`config.mk`:
```
export PLATFORM = sky130hd
export DESIGN_NAME = hpi_bus_arbiter
export DESIGN_NICKNAME = d
export VERILOG_FILES = /design/src/rtl/hpi_bus_arbiter.sv
export SDC_FILE = /design/constraint.sdc
export NUM_CORES = 1
export LEC_CHECK = 0
export CAP_MARGIN = 20
export CORE_MARGIN = 2
export CORE_UTILIZATION = 40
export CTS_CLUSTER_SIZE = 28
export DETAILED_ROUTE_END_ITERATION = 16
export HOLD_SLACK_MARGIN = 0.05
export PLACE_DENSITY = 0.74
export SLEW_MARGIN = 30
export SYNTH_ARGS = -nofsm -noshare
export SYNTH_HDL_FRONTEND = slang
export SYNTH_SLANG_ARGS = --single-unit
export TNS_END_PERCENT = 20
```
`constraint.sdc`:
```
create_clock -name clk -period 2.6 [get_ports clk]
set_input_delay 0.65 -clock clk [delete_from_list [all_inputs] [get_ports clk]]
set_output_delay 0.65 -clock clk [all_outputs]
set_load 0.005 [all_outputs]
```
`src/rtl/hpi_bus_arbiter.sv`:
```
`default_nettype none
// ============================================================================
// Module   : hpi_bus_arbiter
// Purpose  : Shares the CY7C67200 HPI between the Nios PIO bridge (port 0)
//            and the keyboard poller (port 1). Generates cs_n / r_n / w_n
//            timing and runs the chip-reset sequence after system reset.
// Options  : HPI_ARB_RR_EN - round-robin tie-break (default: port 0 wins)
// Revision : 1.0 - initial release
// ============================================================================
module hpi_bus_arbiter #(
  parameter int SETUP_CYCLES    = 1,
  parameter int ACCESS_CYCLES   = 4,
  parameter int HOLD_CYCLES     = 1,
  parameter int RECOVER_CYCLES  = 2,
  parameter int CHIP_RST_CYCLES = 16
) (
  input  logic        clk,
  input  logic        reset,
  input  logic        req0,
  input  logic        req1,
  input  logic [1:0]  addr0,
  input  logic [1:0]  addr1,
  input  logic [15:0] wdata0,
  input  logic [15:0] wdata1,
  input  logic        we0,
  input  logic        we1,
  output logic        ack0,
  output logic        ack1,
  output logic [15:0] rdata,
  output logic        busy,
  output logic [1:0]  hpi_addr,
  output logic [15:0] hpi_data_out,
  output logic        hpi_data_oe,
  input  logic [15:0] hpi_data_in,
  output logic        hpi_cs_n,
  output logic        hpi_r_n,
  output logic        hpi_w_n,
  output logic        hpi_reset_n
);

  // Counter reload values: each timed state counts down from N-1 to 0.
  localparam logic [7:0] SETUP_LD   = 8'(SETUP_CYCLES - 1);
  localparam logic [7:0] ACCESS_LD  = 8'(ACCESS_CYCLES - 1);
  localparam logic [7:0] HOLD_LD    = 8'(HOLD_CYCLES - 1);
  localparam logic [7:0] RECOVER_LD = 8'(RECOVER_CYCLES - 1);
  // Chip reset counts up from the reset value 0 to this terminal value.
  localparam logic [7:0] CHIP_RST_LAST = 8'(CHIP_RST_CYCLES - 1);

  typedef enum logic [2:0] {
    ST_CHIP_RST = 3'd0,
    ST_IDLE     = 3'd1,
    ST_SETUP    = 3'd2,
    ST_ACCESS   = 3'd3,
    ST_HOLD     = 3'd4,
    ST_RECOVER  = 3'd5
  } state_t;

  state_t      state_q, state_d;
  logic [7:0]  cnt_q, cnt_d;
  logic        owner_q, owner_d;
  logic        we_q, we_d;
  logic        ack0_q, ack0_d;
  logic        ack1_q, ack1_d;
  logic [15:0] rdata_q, rdata_d;
  logic        busy_q, busy_d;
  logic [1:0]  addr_q, addr_d;
  logic [15:0] dout_q, dout_d;
  logic        oe_q, oe_d;
  logic        cs_n_q, cs_n_d;
  logic        r_n_q, r_n_d;
  logic        w_n_q, w_n_d;
  logic        rst_n_q, rst_n_d;
  logic        grant_sel;

`ifdef HPI_ARB_RR_EN
  logic        last_owner_q, last_owner_d;
`endif

  // Arbitration: picks the port to serve when leaving IDLE.
  always_comb begin
    grant_sel = 1'b0;
    if (req0 && req1) begin
`ifdef HPI_ARB_RR_EN
      grant_sel = ~last_owner_q;
`else
      grant_sel = 1'b0;
`endif
    end else if (req1) begin
      grant_sel = 1'b1;
    end
  end

  // Next-state and next-output logic; pins are computed from the state being entered.
  always_comb begin
    state_d = state_q;
    cnt_d   = cnt_q;
    owner_d = owner_q;
    we_d    = we_q;
    ack0_d  = 1'b0;
    ack1_d  = 1'b0;
    rdata_d = rdata_q;
    addr_d  = addr_q;
    dout_d  = dout_q;
    oe_d    = oe_q;
    cs_n_d  = cs_n_q;
    r_n_d   = r_n_q;
    w_n_d   = w_n_q;
    rst_n_d = rst_n_q;
`ifdef HPI_ARB_RR_EN
    last_owner_d = last_owner_q;
`endif
    case (state_q)
      ST_CHIP_RST: begin
        if (cnt_q == CHIP_RST_LAST) begin
          state_d = ST_IDLE;
          cnt_d   = 8'd0;
          rst_n_d = 1'b1;
        end else begin
          cnt_d = cnt_q + 8'd1;
        end
      end
      ST_IDLE: begin
        if (req0 || req1) begin
          state_d = ST_SETUP;
          cnt_d   = SETUP_LD;
          owner_d = grant_sel;
          we_d    = grant_sel ? we1 : we0;
          addr_d  = grant_sel ? addr1 : addr0;
          dout_d  = grant_sel ? wdata1 : wdata0;
          oe_d    = grant_sel ? we1 : we0;
          cs_n_d  = 1'b0;
`ifdef HPI_ARB_RR_EN
          last_owner_d = grant_sel;
`endif
        end
      end
      ST_SETUP: begin
        if (cnt_q == 8'd0) begin
          state_d = ST_ACCESS;
          cnt_d   = ACCESS_LD;
          w_n_d   = ~we_q;
          r_n_d   = we_q;
        end else begin
          cnt_d = cnt_q - 8'd1;
        end
      end
      ST_ACCESS: begin
        if (cnt_q == 8'd0) begin
          state_d = ST_HOLD;
          cnt_d   = HOLD_LD;
          r_n_d   = 1'b1;
          w_n_d   = 1'b1;
          if (!we_q) rdata_d = hpi_data_in;
        end else begin
          cnt_d = cnt_q - 8'd1;
        end
      end
      ST_HOLD: begin
        if (cnt_q == 8'd0) begin
          state_d = ST_RECOVER;
          cnt_d   = RECOVER_LD;
          cs_n_d  = 1'b1;
          oe_d    = 1'b0;
          ack0_d  = ~owner_q;
          ack1_d  = owner_q;
        end else begin
          cnt_d = cnt_q - 8'd1;
        end
      end
      ST_RECOVER: begin
        if (cnt_q == 8'd0) begin
          state_d = ST_IDLE;
          cnt_d   = 8'd0;
        end else begin
          cnt_d = cnt_q - 8'd1;
        end
      end
      default: begin
        state_d = ST_CHIP_RST;
        cnt_d   = 8'd0;
        rst_n_d = 1'b0;
        cs_n_d  = 1'b1;
        r_n_d   = 1'b1;
        w_n_d   = 1'b1;
        oe_d    = 1'b0;
      end
    endcase
    busy_d = (state_d != ST_IDLE);
  end

  // State and output registers with synchronous reset.
  always_ff @(posedge clk) begin
    if (reset) begin
      state_q <= ST_CHIP_RST;
      cnt_q   <= 8'd0;
      owner_q <= 1'b0;
      we_q    <= 1'b0;
      ack0_q  <= 1'b0;
      ack1_q  <= 1'b0;
      rdata_q <= 16'd0;
      busy_q  <= 1'b1;
      addr_q  <= 2'd0;
      dout_q  <= 16'd0;
      oe_q    <= 1'b0;
      cs_n_q  <= 1'b1;
      r_n_q   <= 1'b1;
      w_n_q   <= 1'b1;
      rst_n_q <= 1'b0;
`ifdef HPI_ARB_RR_EN
      last_owner_q <= 1'b1;
`endif
    end else begin
      state_q <= state_d;
      cnt_q   <= cnt_d;
      owner_q <= owner_d;
      we_q    <= we_d;
      ack0_q  <= ack0_d;
      ack1_q  <= ack1_d;
      rdata_q <= rdata_d;
      busy_q  <= busy_d;
      addr_q  <= addr_d;
      dout_q  <= dout_d;
      oe_q    <= oe_d;
      cs_n_q  <= cs_n_d;
      r_n_q   <= r_n_d;
      w_n_q   <= w_n_d;
      rst_n_q <= rst_n_d;
`ifdef HPI_ARB_RR_EN
      last_owner_q <= last_owner_d;
`endif
    end
  end

  assign ack0         = ack0_q;
  assign ack1         = ack1_q;
  assign rdata        = rdata_q;
  assign busy         = busy_q;
  assign hpi_addr     = addr_q;
  assign hpi_data_out = dout_q;
  assign hpi_data_oe  = oe_q;
  assign hpi_cs_n     = cs_n_q;
  assign hpi_r_n      = r_n_q;
  assign hpi_w_n      = w_n_q;
  assign hpi_reset_n  = rst_n_q;

endmodule
`default_nettype wire

```
# After elaboration in Yosys (flattened, before gate mapping)

Index checks and enable logic that the tools add are counted.

$add $sub $neg: 2
Equal/unequal tests: 12
Multiplexer cells: 30
Bitwise gates (word level): 7
Reductions and logical operators: 14

Operators with widths:

| operator            | number |
|---|---|
| $mux 8              | 5 |
| $pmux 8 s5          | 1 |
| $mux 3              | 6 |
| $pmux 3 s6          | 1 |
| $mux 16             | 1 |
| $pmux 1 s3          | 4 |
| $mux 1              | 10 |
| $ne 2x2->1 const B  | 5 |
| $reduce_and 3->1    | 3 |
| $add 8x1->8 const B | 1 |
| $eq 8x4->1 const B  | 1 |
| $logic_not 8->1     | 1 |
| $reduce_or 4->1     | 2 |
| $sub 8x1->8 const B | 1 |
| $not 1->1           | 7 |
| $eq 3x2->1 const B  | 2 |
| $eq 3x3->1 const B  | 2 |
| $reduce_or 5->1     | 1 |
| $reduce_and 2->1    | 2 |
| $eq 3x1->1 const B  | 1 |
| $logic_not 3->1     | 1 |
| $ne 3x1->1 const B  | 1 |
| $reduce_or 3->1     | 1 |
| $mux 2              | 1 |
| 4 further kinds     | 4 |

Bits in registers: 55
Input bits: 58
Output and inout port bits: 42
Word-level logic and storage cells: 80

# Depth between registers and ports, before layout

Depth in word-level cells: 5
Depth in mapped cells: 8
Gate-level depth less buffers: 6

# Worst setup path before layout

OpenSTA, ideal clock, no wires.

Path type: register to register
Start: reg cnt_q[6]
End: reg rdata_q[14], in the netlist rdata[14]
Setup time: 0.131 ns
Arrival: 1.596 ns
Data required time: 2.469 ns
Path slack: 0.873 ns
Cell stages (with the launch flop): 9
Path buffers: 3
Period minus slack after synthesis: 1.727 ns
Cells stage by stage: dfxtp_1 > buf_2 > nor4_4 > and3_1 > buf_4 > nand4b_4 > buf_2 > nand2_1 > a21oi_2

Word-level cells in the longest chain between the ends: 2

RTL lines:

| item                              | RTL line | RTL |
|---|---|---|
| from (decl)                       | 59       | `logic [7:0] cnt_q, cnt_d;` |
| from (signal assigned)            | 214      | `cnt_q <= cnt_d;` |
| $logic_not 8->1                   | 148      | `if (cnt_q == 8'd0) begin` |
| $reduce_and 3->1 (no source line) | --       |  |
| to (signal assigned)              | 219      | `rdata_q <= rdata_d;` |
| to (decl)                         | 64       | `logic [15:0] rdata_q, rdata_d;` |

Every way passes these cells.
A chain may end at the register's enable or synchronous reset.

# Worst setup path after layout

Start: reg cnt_q[3]
End: reg rdata_q[14], in the netlist rdata[14]

The elaborated chain is that of the path after synthesis.

==> flow_metrics.tcl <==
set metrics [dict create \
    status "complete, no violations" \
    skew_ns 0.00658 \
    hold_viol 0 \
    holdPathStages 2 \
    grtUsageTotal 0.177 \
    cts_sinks 55 \
    min_path_type "reg -> reg" \
    crit_end "rdata[14]" \
    io_pins 100 \
    clk_pin_slew_worst_paths_ns 0.11 \
    initial_utilization 0.418 \
    yosysSeqAreaShare 0.413 \
    netlist_instances 322 \
    wl_per_cell_um 13.3 \
    power_mw 1.56 \
    required_ns 2.80 \
    grt_pass1_vias 2375 \
    dieArea_um2 7340 \
    antenna_found_initial 0 \
    fin_util 0.593 \
    antennaDiodeCount 0 \
    powerDensity_nw_per_um2 411 \
    r2r_setup_slack_ns 0.63 \
    via_per_inst 5.24 \
    port_buffers 99 \
    core_area_um2 6390 \
    startpoint "cnt_q[3]" \
    rsz0062_at_grt "no" \
    final-max-slew-violation-count 0 \
    fin_nets 474 \
    routabilityCongestion 0.826 \
    routed-via-count 2567 \
    synth_top_flop_cell "dfxtp_1" \
    setup_violations 0 \
    setup-tns-final_ns 0 \
    maxClockFrequency_mhz 509 \
    synth-edff-count 0 \
    wl_mm 6.52 \
    max_cap_violations 0 \
    die_w_um 85.7 \
    hold_buffers 0 \
    startpoint_type "flip-flop" \
    cp_max_fo 16 \
    timing.rr.start "cnt_q[3]" \
    drtIter0Drc 181 \
    die_y_um 85.7 \
    syn_avg_cell_area_um2 8.28 \
    rows 29 \
    cp.arrival_ns 2.16 \
    ys_seq_elements 55 \
    min_period_ns 1.97 \
    clk_path_buf_depth 2 \
    path_class "reg -> reg" \
    htreeDepth 2 \
    drt_pre_antenna_iters 4 \
    area_delta_synth_final_pct 41.9 \
    synth_nets 384 \
    setup.worst_path.end_class "flip-flop" \
    grt_pass1_wl_mm 10.6 \
    syn_area_um2 2670 \
    worst_pin_slew_ns 0.595 \
    relSlewSlack 0.600 \
    drc 0 \
    overflow 0 \
    synth_warnings 0 \
    numCtsBuffers 5 \
    clk_latency_ns 0.31 \
    fin_crit_sh 0.756 \
    synth.distinct_cells 44 \
    ant_nets 0 \
    synthArstFlopShare 0 \
    cts_tree "built" \
    reg2reg_depth 5 \
    grt_start_max_net_pins 37 \
    place_hpwl_mm 4.75 \
    irDropWorstVdd_mv 0.249 \
    cts_setup_buffers 0 \
    drive_above_1_share 0.0678 \
    reg2reg_to "rdata[14]" \
    cts.repair.resized 0 \
    clockRootBuffer "clkbuf_8" \
    power_leakage_nw 1.34 \
]
## critical path, cell delays in order (launching register included)
cell	delay [ns]
dfxtp_1	0.43
nor2_1	0.40
and3_1	0.50
nand4b_4	0.30
nand2_1	0.17
a21oi_2	0.05
## synthesized netlist by cell type, types with 2 or more instances
master	n	area share
a22oi_1	2	0.0056
buf_2	10	0.019
a31oi_1	5	0.012
mux2i_1	19	0.071
or3_1	2	0.0047
xnor2_1	3	0.0099
nor3_1	9	0.017
nor4_1	3	0.0070
ha_1	4	0.019
nand2b_1	3	0.0070
nand3_1	7	0.013
and3_1	3	0.0070
nor2_1	38	0.053
a211oi_1	21	0.059
dfxtp_1	55	0.41
inv_1	5	0.0070
a21oi_1	30	0.056
nor4b_1	3	0.0099
clkbuf_1	10	0.014
o21ai_0	13	0.024
nor2b_1	4	0.0094
nand2_1	51	0.072
## area by class of cell
cell class / count / area (um^2)
clock buffers: 5 / 68.8
clock inverters: 3 / 23.8
fillers: 581 / 2600
inverters: 5 / 18.8
multi-input cells: 240 / 1450
flip-flops and latches: 55 / 1100
well taps: 77 / 96.3
repair buffers: 105 / 1030
## report_power, final
part	internal [mW]	total [mW]	switching, mW
clock network	0.195	0.495	0.300
logic	0.120	0.208	0.0876
registers	0.846	0.853	0.00675
## cell families after synthesis
kind of cell               count (synthesis)  synth area share
AOI/OAI and AO/OA                         80             0.185
xor gates and xnor gates                   4            0.0131
buffers and inverters                     27            0.0469
muxes                                     19            0.0713
DFF                                       55             0.413
adders and majority gates                  4            0.0188
and+or+nand+nor                          133             0.252
## flip-flops by register name, summed over array words and instances (netlist names), 2 cells and up
name / cells
hpi_data_out: 16
rdata: 16
cnt_q: 8
state_q: 3
hpi_addr: 2
## cell usage in the layout, fill, tap and decap left out, types with 6 or more instances in the layout
| master | instances |
|---|---|
| clkdlybuf4s50_1 | 98 |
| dfxtp_1 | 55 |
| nand2_1 | 51 |
| nor2_1 | 38 |
| a21oi_1 | 30 |
| a211oi_1 | 21 |
| mux2i_1 | 19 |
| o21ai_0 | 13 |
| nor3_1 | 9 |
| nand3_1 | 7 |
| buf_4 | 6 |
## stage by stage
stage	hold slack (ns)	std cells	area, um^2	setup slack [ns]
floorplan	0.424	322	2670	0.873
CTS	0.461	490	3790	0.601
global route	0.482	490	3790	0.479
global placement	0.437	482	3690	0.481
finish	0.457	490	3790	0.634
detailed placement	0.446	482	3690	0.397
## layer usage
layer	global-route usage	up-vias	wire, um
met5	0	-	0
met4	0.0519	0	66
met3	0.0664	6	669
li1	-	1316	-
met1	0.218	1143	2920
met2	0.289	102	2860
## how the worst min path moves through the flow
| stage | startpoint | to | slack, ns |
|---|---|---|---|
| 2_1_floorplan | owner_q | ack0 | 0.42 |
| 3_3_place_gp | rdata[15] | rdata[15] | 0.44 |
| 3_5_place_dp | rdata[13] | rdata[13] | 0.45 |
| 4_1_cts | rdata[13] | rdata[13] | 0.46 |
| 5_1_grt | rdata[3] | rdata[3] | 0.48 |
| 6_report | rdata[8] | rdata[8] | 0.46 |
Power figures use the tool's default switching activity.
